==> src/rtl/seq_acoes_pkg.sv <==
// Shared types and constants for the parametrised action sequencer.
// Mode 11 behaviour depends on MODO_PROG_EN (see seq_acoes_param).
package seq_acoes_pkg;

  typedef enum logic [1:0] {
    PARADO   = 2'd0,
    CONTANDO = 2'd1,
    PAUSA    = 2'd2
  } estado_t;

  localparam logic [1:0] MODO_P2  = 2'b00;
  localparam logic [1:0] MODO_P4  = 2'b01;
  localparam logic [1:0] MODO_P8  = 2'b10;
  localparam logic [1:0] MODO_EXT = 2'b11;

  localparam int PER_2  = 2;
  localparam int PER_4  = 4;
  localparam int PER_8  = 8;
  localparam int PER_16 = 16;

  // Fixed period for each mode; mode 11 may be overridden by the programmable input.
  function automatic int per_fixo(input logic [1:0] modo);
    case (modo)
      MODO_P2: per_fixo = PER_2;
      MODO_P4: per_fixo = PER_4;
      MODO_P8: per_fixo = PER_8;
      default: per_fixo = PER_16;
    endcase
  endfunction

endpackage

==> src/rtl/contador_periodo.sv <==
// Period counter with a latched period, stored as period-1 so a period
// of 2**CNT_W still fits. terminal is high when the count reaches period-1.
module contador_periodo
  import seq_acoes_pkg::*;
#(
  parameter int CNT_W = 8
) (
  input  logic             clk,
  input  logic             reset_n,
  input  logic             load,
  input  logic             inc,
  input  logic             clear,
  input  logic [CNT_W-1:0] per_m1_in,
  output logic [CNT_W-1:0] cnt,
  output logic             terminal
);

  logic [CNT_W-1:0] cnt_reg;
  logic [CNT_W-1:0] per_m1_reg;

  always_ff @(posedge clk or negedge reset_n) begin
    if (!reset_n) begin
      cnt_reg    <= '0;
      per_m1_reg <= CNT_W'(PER_2 - 1);
    end else if (clear) begin
      cnt_reg <= '0;
    end else if (load) begin
      cnt_reg    <= '0;
      per_m1_reg <= per_m1_in;
    end else if (inc) begin
      // The next period is only picked up at the boundary, never mid-period.
      if (terminal) begin
        cnt_reg    <= '0;
        per_m1_reg <= per_m1_in;
      end else begin
        cnt_reg <= cnt_reg + CNT_W'(1);
      end
    end
  end

  assign terminal = (cnt_reg == per_m1_reg);
  assign cnt      = cnt_reg;

endmodule

==> src/rtl/seq_acoes_param.sv <==
// Action sequencer: advances acao once per selected period while enabled.
// Define MODO_PROG_EN to let chave=11 use the programmable periodo input.
module seq_acoes_param
  import seq_acoes_pkg::*;
#(
  parameter int CNT_W   = 8,
  parameter int N_ACOES = 4,
  localparam int AW     = $clog2(N_ACOES)
) (
  input  logic             clk,
  input  logic             reset_n,
  input  logic             habilita,
  input  logic             limpar,
  input  logic [1:0]       chave,
  input  logic [CNT_W-1:0] periodo,
  output logic [AW-1:0]    acao,
  output logic             troca,
  output logic [CNT_W-1:0] contagem,
  output logic             ocupado
);

  estado_t          estado_reg;
  logic [AW-1:0]    acao_reg;
  logic             troca_reg;
  logic             ocupado_reg;
  logic [CNT_W-1:0] per_sel_m1;
  logic             terminal;
  logic             cnt_load;
  logic             cnt_inc;
  logic [AW-1:0]    acao_next;

  always_comb begin
    per_sel_m1 = CNT_W'(per_fixo(chave) - 1);
`ifdef MODO_PROG_EN
    // 0 and 1 both mean a one-cycle period.
    if (chave == MODO_EXT)
      per_sel_m1 = (periodo > CNT_W'(1)) ? (periodo - CNT_W'(1)) : '0;
`endif
  end

`ifndef MODO_PROG_EN
  logic unused_periodo;
  assign unused_periodo = ^periodo;
`endif

  // PAUSA with habilita high counts that cycle, so only low cycles stall the period.
  assign cnt_load = (estado_reg == PARADO) && habilita && !limpar;
  assign cnt_inc  = (estado_reg != PARADO) && habilita && !limpar;

  contador_periodo #(
    .CNT_W(CNT_W)
  ) u_contador (
    .clk       (clk),
    .reset_n   (reset_n),
    .load      (cnt_load),
    .inc       (cnt_inc),
    .clear     (limpar),
    .per_m1_in (per_sel_m1),
    .cnt       (contagem),
    .terminal  (terminal)
  );

  assign acao_next = (acao_reg == AW'(N_ACOES - 1)) ? '0 : acao_reg + AW'(1);

  always_ff @(posedge clk or negedge reset_n) begin
    if (!reset_n) begin
      estado_reg  <= PARADO;
      acao_reg    <= '0;
      troca_reg   <= 1'b0;
      ocupado_reg <= 1'b0;
    end else if (limpar) begin
      estado_reg  <= PARADO;
      acao_reg    <= '0;
      troca_reg   <= 1'b0;
      ocupado_reg <= 1'b0;
    end else begin
      case (estado_reg)
        PARADO: begin
          troca_reg <= 1'b0;
          if (habilita) begin
            estado_reg  <= CONTANDO;
            ocupado_reg <= 1'b1;
          end
        end
        CONTANDO, PAUSA: begin
          ocupado_reg <= 1'b1;
          if (habilita) begin
            estado_reg <= CONTANDO;
            if (terminal) begin
              acao_reg  <= acao_next;
              troca_reg <= 1'b1;
            end else begin
              troca_reg <= 1'b0;
            end
          end else begin
            estado_reg <= PAUSA;
            troca_reg  <= 1'b0;
          end
        end
        default: begin
          estado_reg  <= PARADO;
          acao_reg    <= '0;
          troca_reg   <= 1'b0;
          ocupado_reg <= 1'b0;
        end
      endcase
    end
  end

  assign acao  = acao_reg;
  assign troca = troca_reg;
  assign ocupado = ocupado_reg;

endmodule

==> config.mk <==
export PLATFORM = sky130hd
export DESIGN_NAME = seq_acoes_param
export DESIGN_NICKNAME = d
export VERILOG_FILES = /design/src/rtl/seq_acoes_pkg.sv /design/src/rtl/contador_periodo.sv /design/src/rtl/seq_acoes_param.sv
export SDC_FILE = /design/constraint.sdc
export NUM_CORES = 1
export LEC_CHECK = 0
export CAP_MARGIN = 20
export CORE_AREA = 2 2 54 56
export DETAILED_ROUTE_END_ITERATION = 7
export DIE_AREA = 0 0 56 58
export PLACE_DENSITY = 0.7
export SLEW_MARGIN = 15
export SYNTH_ARGS = -nofsm -noshare
export SYNTH_HDL_FRONTEND = slang
export SYNTH_SLANG_ARGS = --single-unit
==> constraint.sdc <==
create_clock -name clk -period 2.1 [get_ports clk]
set_clock_uncertainty 0.05 [all_clocks]
set_input_delay 0.525 -clock clk [delete_from_list [all_inputs] [get_ports clk]]
set_output_delay 0.525 -clock clk [all_outputs]
set_load 0.005 [all_outputs]
# Yosys cells after proc, flatten, opt, wreduce, memory -nomap -nowiden
# Cells that the tools add are included.
# W data, S select, Z words.
[totals]
reg_bits = 22
in_bits = 14
output_inout_bits = 12
elab_cells = 58
[classes]
n_addsub = 3
eq_ne = 10
n_mux = 24
bitwise = 1
reduce_logical = 14
[ops]
columns = ["op", "count"]
rows = [
  ["$mux W8", 7],
  ["$pmux W5 S3", 1],
  ["$mux W2", 7],
  ["$ne A3 B3 Y1 const B", 3],
  ["$add A8 B1 Y8 const B", 1],
  ["$eq A8 B8 Y1", 1],
  ["$pmux W2 S2", 2],
  ["$sub A8 B2 Y8 const B", 1],
  ["$eq A2 B2 Y1 const B", 3],
  ["$mux W1", 6],
  ["$reduce_and A3 Y1", 2],
  ["$reduce_bool A2 Y1", 3],
  ["$eq A2 B1 Y1 const B", 2],
  ["$logic_and A1 B1 Y1", 4],
  ["$logic_not A2 Y1", 2],
  ["$reduce_bool A3 Y1", 1],
  ["$add A2 B1 Y2 const B", 1],
  ["$ne A2 B2 Y1 const B", 1],
  ["$pmux W1 S2", 1],
  ["$reduce_or A2 Y1", 1],
  ["$logic_not A1 Y1", 1],
  ["$not A1 Y1", 1],
]

# Depth between registers and ports, before layout
[depth]
depth_word = 6
ltp_mapped = 7
depth_no_buf = 6

# Modules after synthesis
# A second synthesis with hierarchy kept.
[hier_totals]
cells_unflattened = 119
area_unflattened_um2 = 1281.2
[by_module_without_submodules]
columns = ["mod", "instances", "cells_per_inst", "area_each_um2", "seq_area_each_um2"]
rows = [
  ["contador_periodo", 1, 76, 877.1, 401.6],
  ["seq_acoes_param", 1, 43, 404.1, 150.1],
]

# Worst setup path after synthesis
# Ideal clock, no wire load.
[synth_path]
kind = "register to register"
start = "register u_contador.cnt_reg[7], in the netlist u_contador.cnt[7]"
end = "register u_contador.per_m1_reg[1]"
setup_ns = 0.125
t_arrival_ns = 1.884
required_time_ns = 1.925
slack_ns = 0.041
path_stages_with_launch = 6
path_buffers = 0
period_less_slack_ns = 2.059
path_cell_list = "dfrtp_1 > or3_1 > a2111oi_2 > and2_4 > o21a_4 > mux2_4"
[synth_between]
elab_chain_cells = 3
[synth_rtl]
columns = ["element", "line_no", "source"]
rows = [
  ["from (decl)", "contador_periodo.sv:18", "logic [CNT_W-1:0] cnt_reg;"],
  ["from (signal assigned)", "contador_periodo.sv:36", "cnt_reg <= cnt_reg + CNT_W'(1);"],
  ["$eq A8 B8 Y1", "contador_periodo.sv:41", "assign terminal = (cnt_reg == per_m1_reg);"],
  ["$reduce_bool A2 Y1 (no line)", "-", ""],
  ["$reduce_and A3 Y1 (no line)", "-", ""],
  ["to (signal assigned)", "contador_periodo.sv:24", "per_m1_reg <= CNT_W'(PER_2 - 1);"],
  ["to (signal assigned)", "contador_periodo.sv:29", "per_m1_reg <= per_m1_in;"],
  ["to (signal assigned)", "contador_periodo.sv:34", "per_m1_reg <= per_m1_in;"],
  ["to (decl)", "contador_periodo.sv:19", "logic [CNT_W-1:0] per_m1_reg;"],
]
# No other way between the ends.
# A chain may end at the register's enable or synchronous reset.

# Worst setup path in the final report
[layout_path]
start = "register u_contador.per_m1_reg[5]"
end = "register u_contador.per_m1_reg[1]"
[layout_between]
elab_chain_cells = 3
[layout_rtl]
columns = ["element", "line_no"]
rows = [
  ["$eq A8 B8 Y1", "contador_periodo.sv:41"],
  ["$reduce_bool A2 Y1 (no line)", "-"],
  ["$reduce_and A3 Y1 (no line)", "-"],
]
# No other way between the ends.

==> impl_metrics.json <==
{
  "grt_pass1_vias": 899,
  "dp_hpwl_um": 1610,
  "worst_slew_pin_slew_ns": 0.382,
  "endpoint_kind": "register",
  "dieArea_sq_um": 3250,
  "powerDensity_nw_per_um2": 511,
  "cts_tree": "built",
  "initial_utilization_pct": 40.6,
  "power.internal_mw": 0.529,
  "sw_frac_of_total_pct": 26.9,
  "p_switching_mw": 0.195,
  "cts_root_buffer": "clkbuf_4",
  "grt_max_degree": 20,
  "dr.first_iter.drc_count": 17,
  "final_core_util_pct": 53.2,
  "core-area_sq_um": 2660,
  "clk_path_buf_depth": 2,
  "synth_cells": 112,
  "period_share_pct": 93.9,
  "layout.nets": 163,
  "gp_congestion": 0.752,
  "syn_area_per_cell_sq_um": 9.64,
  "wire_per_inst_um": 12.1,
  "antenna_found_initial": 0,
  "portBuffers": 17,
  "min_period_ns": 1.97,
  "hold_path_class": "reg2reg",
  "synth.top_cell.area_share_pct": 44.0,
  "vias": 904,
  "clk_pin_slew_ns": 0.11,
  "die_w_um": 56,
  "p_leak_nw": 0.662,
  "worstPathMaxFanout": 4,
  "max-cap-violations": 0,
  "postCtsHoldBufs": 0,
  "ff_latch_area_sq_um": 475,
  "combPwrFrac_pct": 18.7,
  "drtPass1Iterations": 4,
  "path_cells": "or3_1 -> a2111oi_4 -> and2_4 -> o21a_4 -> mux2_4",
  "antenna_left": 0,
  "yosysSeqAreaShare_pct": 44.0,
  "cts_buffers": 3,
  "clock_latency_ns": 0.29,
  "postSynthNetCount": 131,
  "relSlewSlack_pct": 74.6,
  "vdd_drop_max_mv": 0.392,
  "final.setup.tns_ns": 0,
  "largest_register_ffs": 8,
  "synth.area.top_cells": "dfrtp_1 44%, ha_1 5.8%, nand3_1 5.1%",
  "die_h_um": 58,
  "multiInputGateArea_sq_um": 582,
  "worstReg2RegStart": "u_contador.per_m1_reg[5]",
  "hold_violations": 0,
  "post-route-drc-count": 0,
  "postLayoutCellArea_sq_um": 1420,
  "num_antenna_cells": 0,
  "yosysUniqueCellTypes": 32,
  "fill_cells": 253,
  "htree_levels": 1,
  "maxSlewViolCount": 0,
  "critPathMaxStageDelay_ns": 0.42,
  "power_mw": 0.723,
  "worstPathRequired_ns": 2.24,
  "cts.sinks": 19,
  "synth_warnings": 0,
  "rows": 19,
  "area_delta_synth_final_pct": 31.2,
  "fmax_ghz": 0.507,
  "drt_wl_total_um": 2110,
  "cp.arrival_ns": 2.11,
  "yosysTopAreaCell": "dfrtp_1",
  "pin_count": 26,
  "gr-usage-all-layers_pct": 14.5,
  "cp_slowest_cell": "dfrtp_1",
  "grt_pass1_wl_um": 3810,
  "crit_type": "reg2reg",
  "rsz0062_at_grt": "false",
  "hold_start": "u_contador.per_m1_reg[3]",
  "p_seq_share_pct": 55.5,
  "ys_ff_latch": 19,
  "setup_violations": 0,
  "power_frac_clock_pct": 25.8,
  "dpl_cell_area_sq_um": 1380,
  "drive_gt1_share_pct": 18.2,
  "crit_path_start": "u_contador.per_m1_reg[5]",
  "gr-total-overflow": 0,
  "status": "completed",
  "start_kind": "register",
  "viasPerCell": 5.20,
  "syn-cell-area_sq_um": 1080
}
-- layer usage --
metal | share of wire, % | global-route usage (%) | up-vias
li1 | - | - | 455
met5 | 0 | 0 | -
met3 | 3.8 | 2.23 | 2
met4 | 0.62 | 6.12 | 0
met1 | 49 | 19.7 | 431
met2 | 46 | 23.4 | 16
-- kinds of logic (layout without fill, tap and decap cells) --
logic type                 Yosys count  in the layout  share of synthesized area (%)
adders and majority gates            5              5                           5.79
AOI/OAI and AO/OA                   16             16                           12.4
DFF                                 19             19                           44.0
muxes                                4              4                           4.64
buffers and inverters                9             40                           3.24
xor gates and xnor gates             5              5                           4.06
and+or+nand+nor                     54             54                           25.8
-- per-stage QoR --
| step | std cells | hold slack (ns) | worst slack (ns) |
|---|---|---|---|
| floorplan | 112 | 0.179 | 0.0408 |
| global placement | 170 | 0.471 | -0.0357 |
| detailed placement | 170 | 0.480 | -0.0547 |
| CTS | 174 | 0.497 | 0.0214 |
| global route | 174 | 0.519 | 0.0500 |
| finish | 174 | 0.493 | 0.128 |
-- power groups by stage --
| stage | Combinational (mW) | Clock, mW | Sequential [mW] |
|---|---|---|---|
| 2_1_floorplan | 0.0794 | 0 | 0.406 |
| 3_3_place_gp | 0.124 | 0 | 0.410 |
| 3_5_place_dp | 0.128 | 0 | 0.409 |
| 4_1_cts | 0.128 | 0.193 | 0.402 |
| 5_1_grt | 0.151 | 0.206 | 0.405 |
| 6_report | 0.135 | 0.186 | 0.402 |
-- synthesized netlist by cell type --
library cell and n:
dfrtp_1 19, nand2_1 13, nand3_1 11, nor2_1 9, ha_1 5, a21oi_1 4
inv_1 4, nand3b_1 4, xor2_1 4, a22o_1 3, clkbuf_1 3, or2_2 3
a2111oi_2 2, a21o_1 2, a31oi_1 2, and3_1 2, mux2_4 2, mux2i_1 2
nor2b_1 2, nor3_1 2, nor3b_1 2, or3_1 2, a211oi_1 1, a22oi_1 1
and2_4 1, buf_2 1, clkinv_1 1, nand2b_1 1, nand4_1 1, nor4b_1 1
o21a_4 1, xnor2_1 1
-- worst paths after layout --
| path | to | slack (ns) | depth (start not counted) |
|---|---|---|---|
| worst max-delay path | u_contador.per_m1_reg[1] | 0.13 | 5 |
| worst min-delay path | u_contador.per_m1_reg[3] | 0.49 | 2 |
| worst max register to register | u_contador.per_m1_reg[1] | 0.13 | 5 |
| worst min register to register | u_contador.per_m1_reg[3] | 0.49 | 2 |
| max in group asynchronous | u_contador.per_m1_reg[2] | 1.31 | 2 |
| min in group asynchronous | estado_reg[0] | 0.50 | 2 |
-- critical path, delay by kind of cell (launching register included) --
kind | cells | cell delay [ns]
compound gates | 2 | 0.50
flops | 1 | 0.42
mux | 1 | 0.29
simple gates | 2 | 0.61
-- cell type report --
type / instances / share of cell area [%]
clock buffers: 4 / 1.86
flip-flops and latches: 19 / 33.6
well taps: 31 / 2.74
multi-input cells: 84 / 41.1
inverters: 5 / 1.33
repair buffers: 31 / 19.4
-- what timing repair did --
item                                   in CTS  in global routing
setup endpoints to repair                   0                  5
setup buffers                               0                  0
resized for setup                           0                  1
endpoints found under the hold margin       0                  0
-- cells in the final DEF (no fill, tap or decap), types with 2 or more instances in the layout --
cell and n:
a31oi_1 2, inv_1 4, nor3_1 2, nor2b_1 2, ha_1 5, or2_2 3
a21oi_1 4, nor2_1 9, a22o_1 3, clkdlybuf4s50_1 17, nand3b_1 4, nand3_1 11
mux2_4 2, or3_1 2, and3_1 2, buf_4 14, nand2_1 13, xor2_1 4
clkbuf_4 3, mux2i_1 2, dfrtp_1 19, nor3b_1 2, a21o_1 2
(Power assumes the default switching activity.)
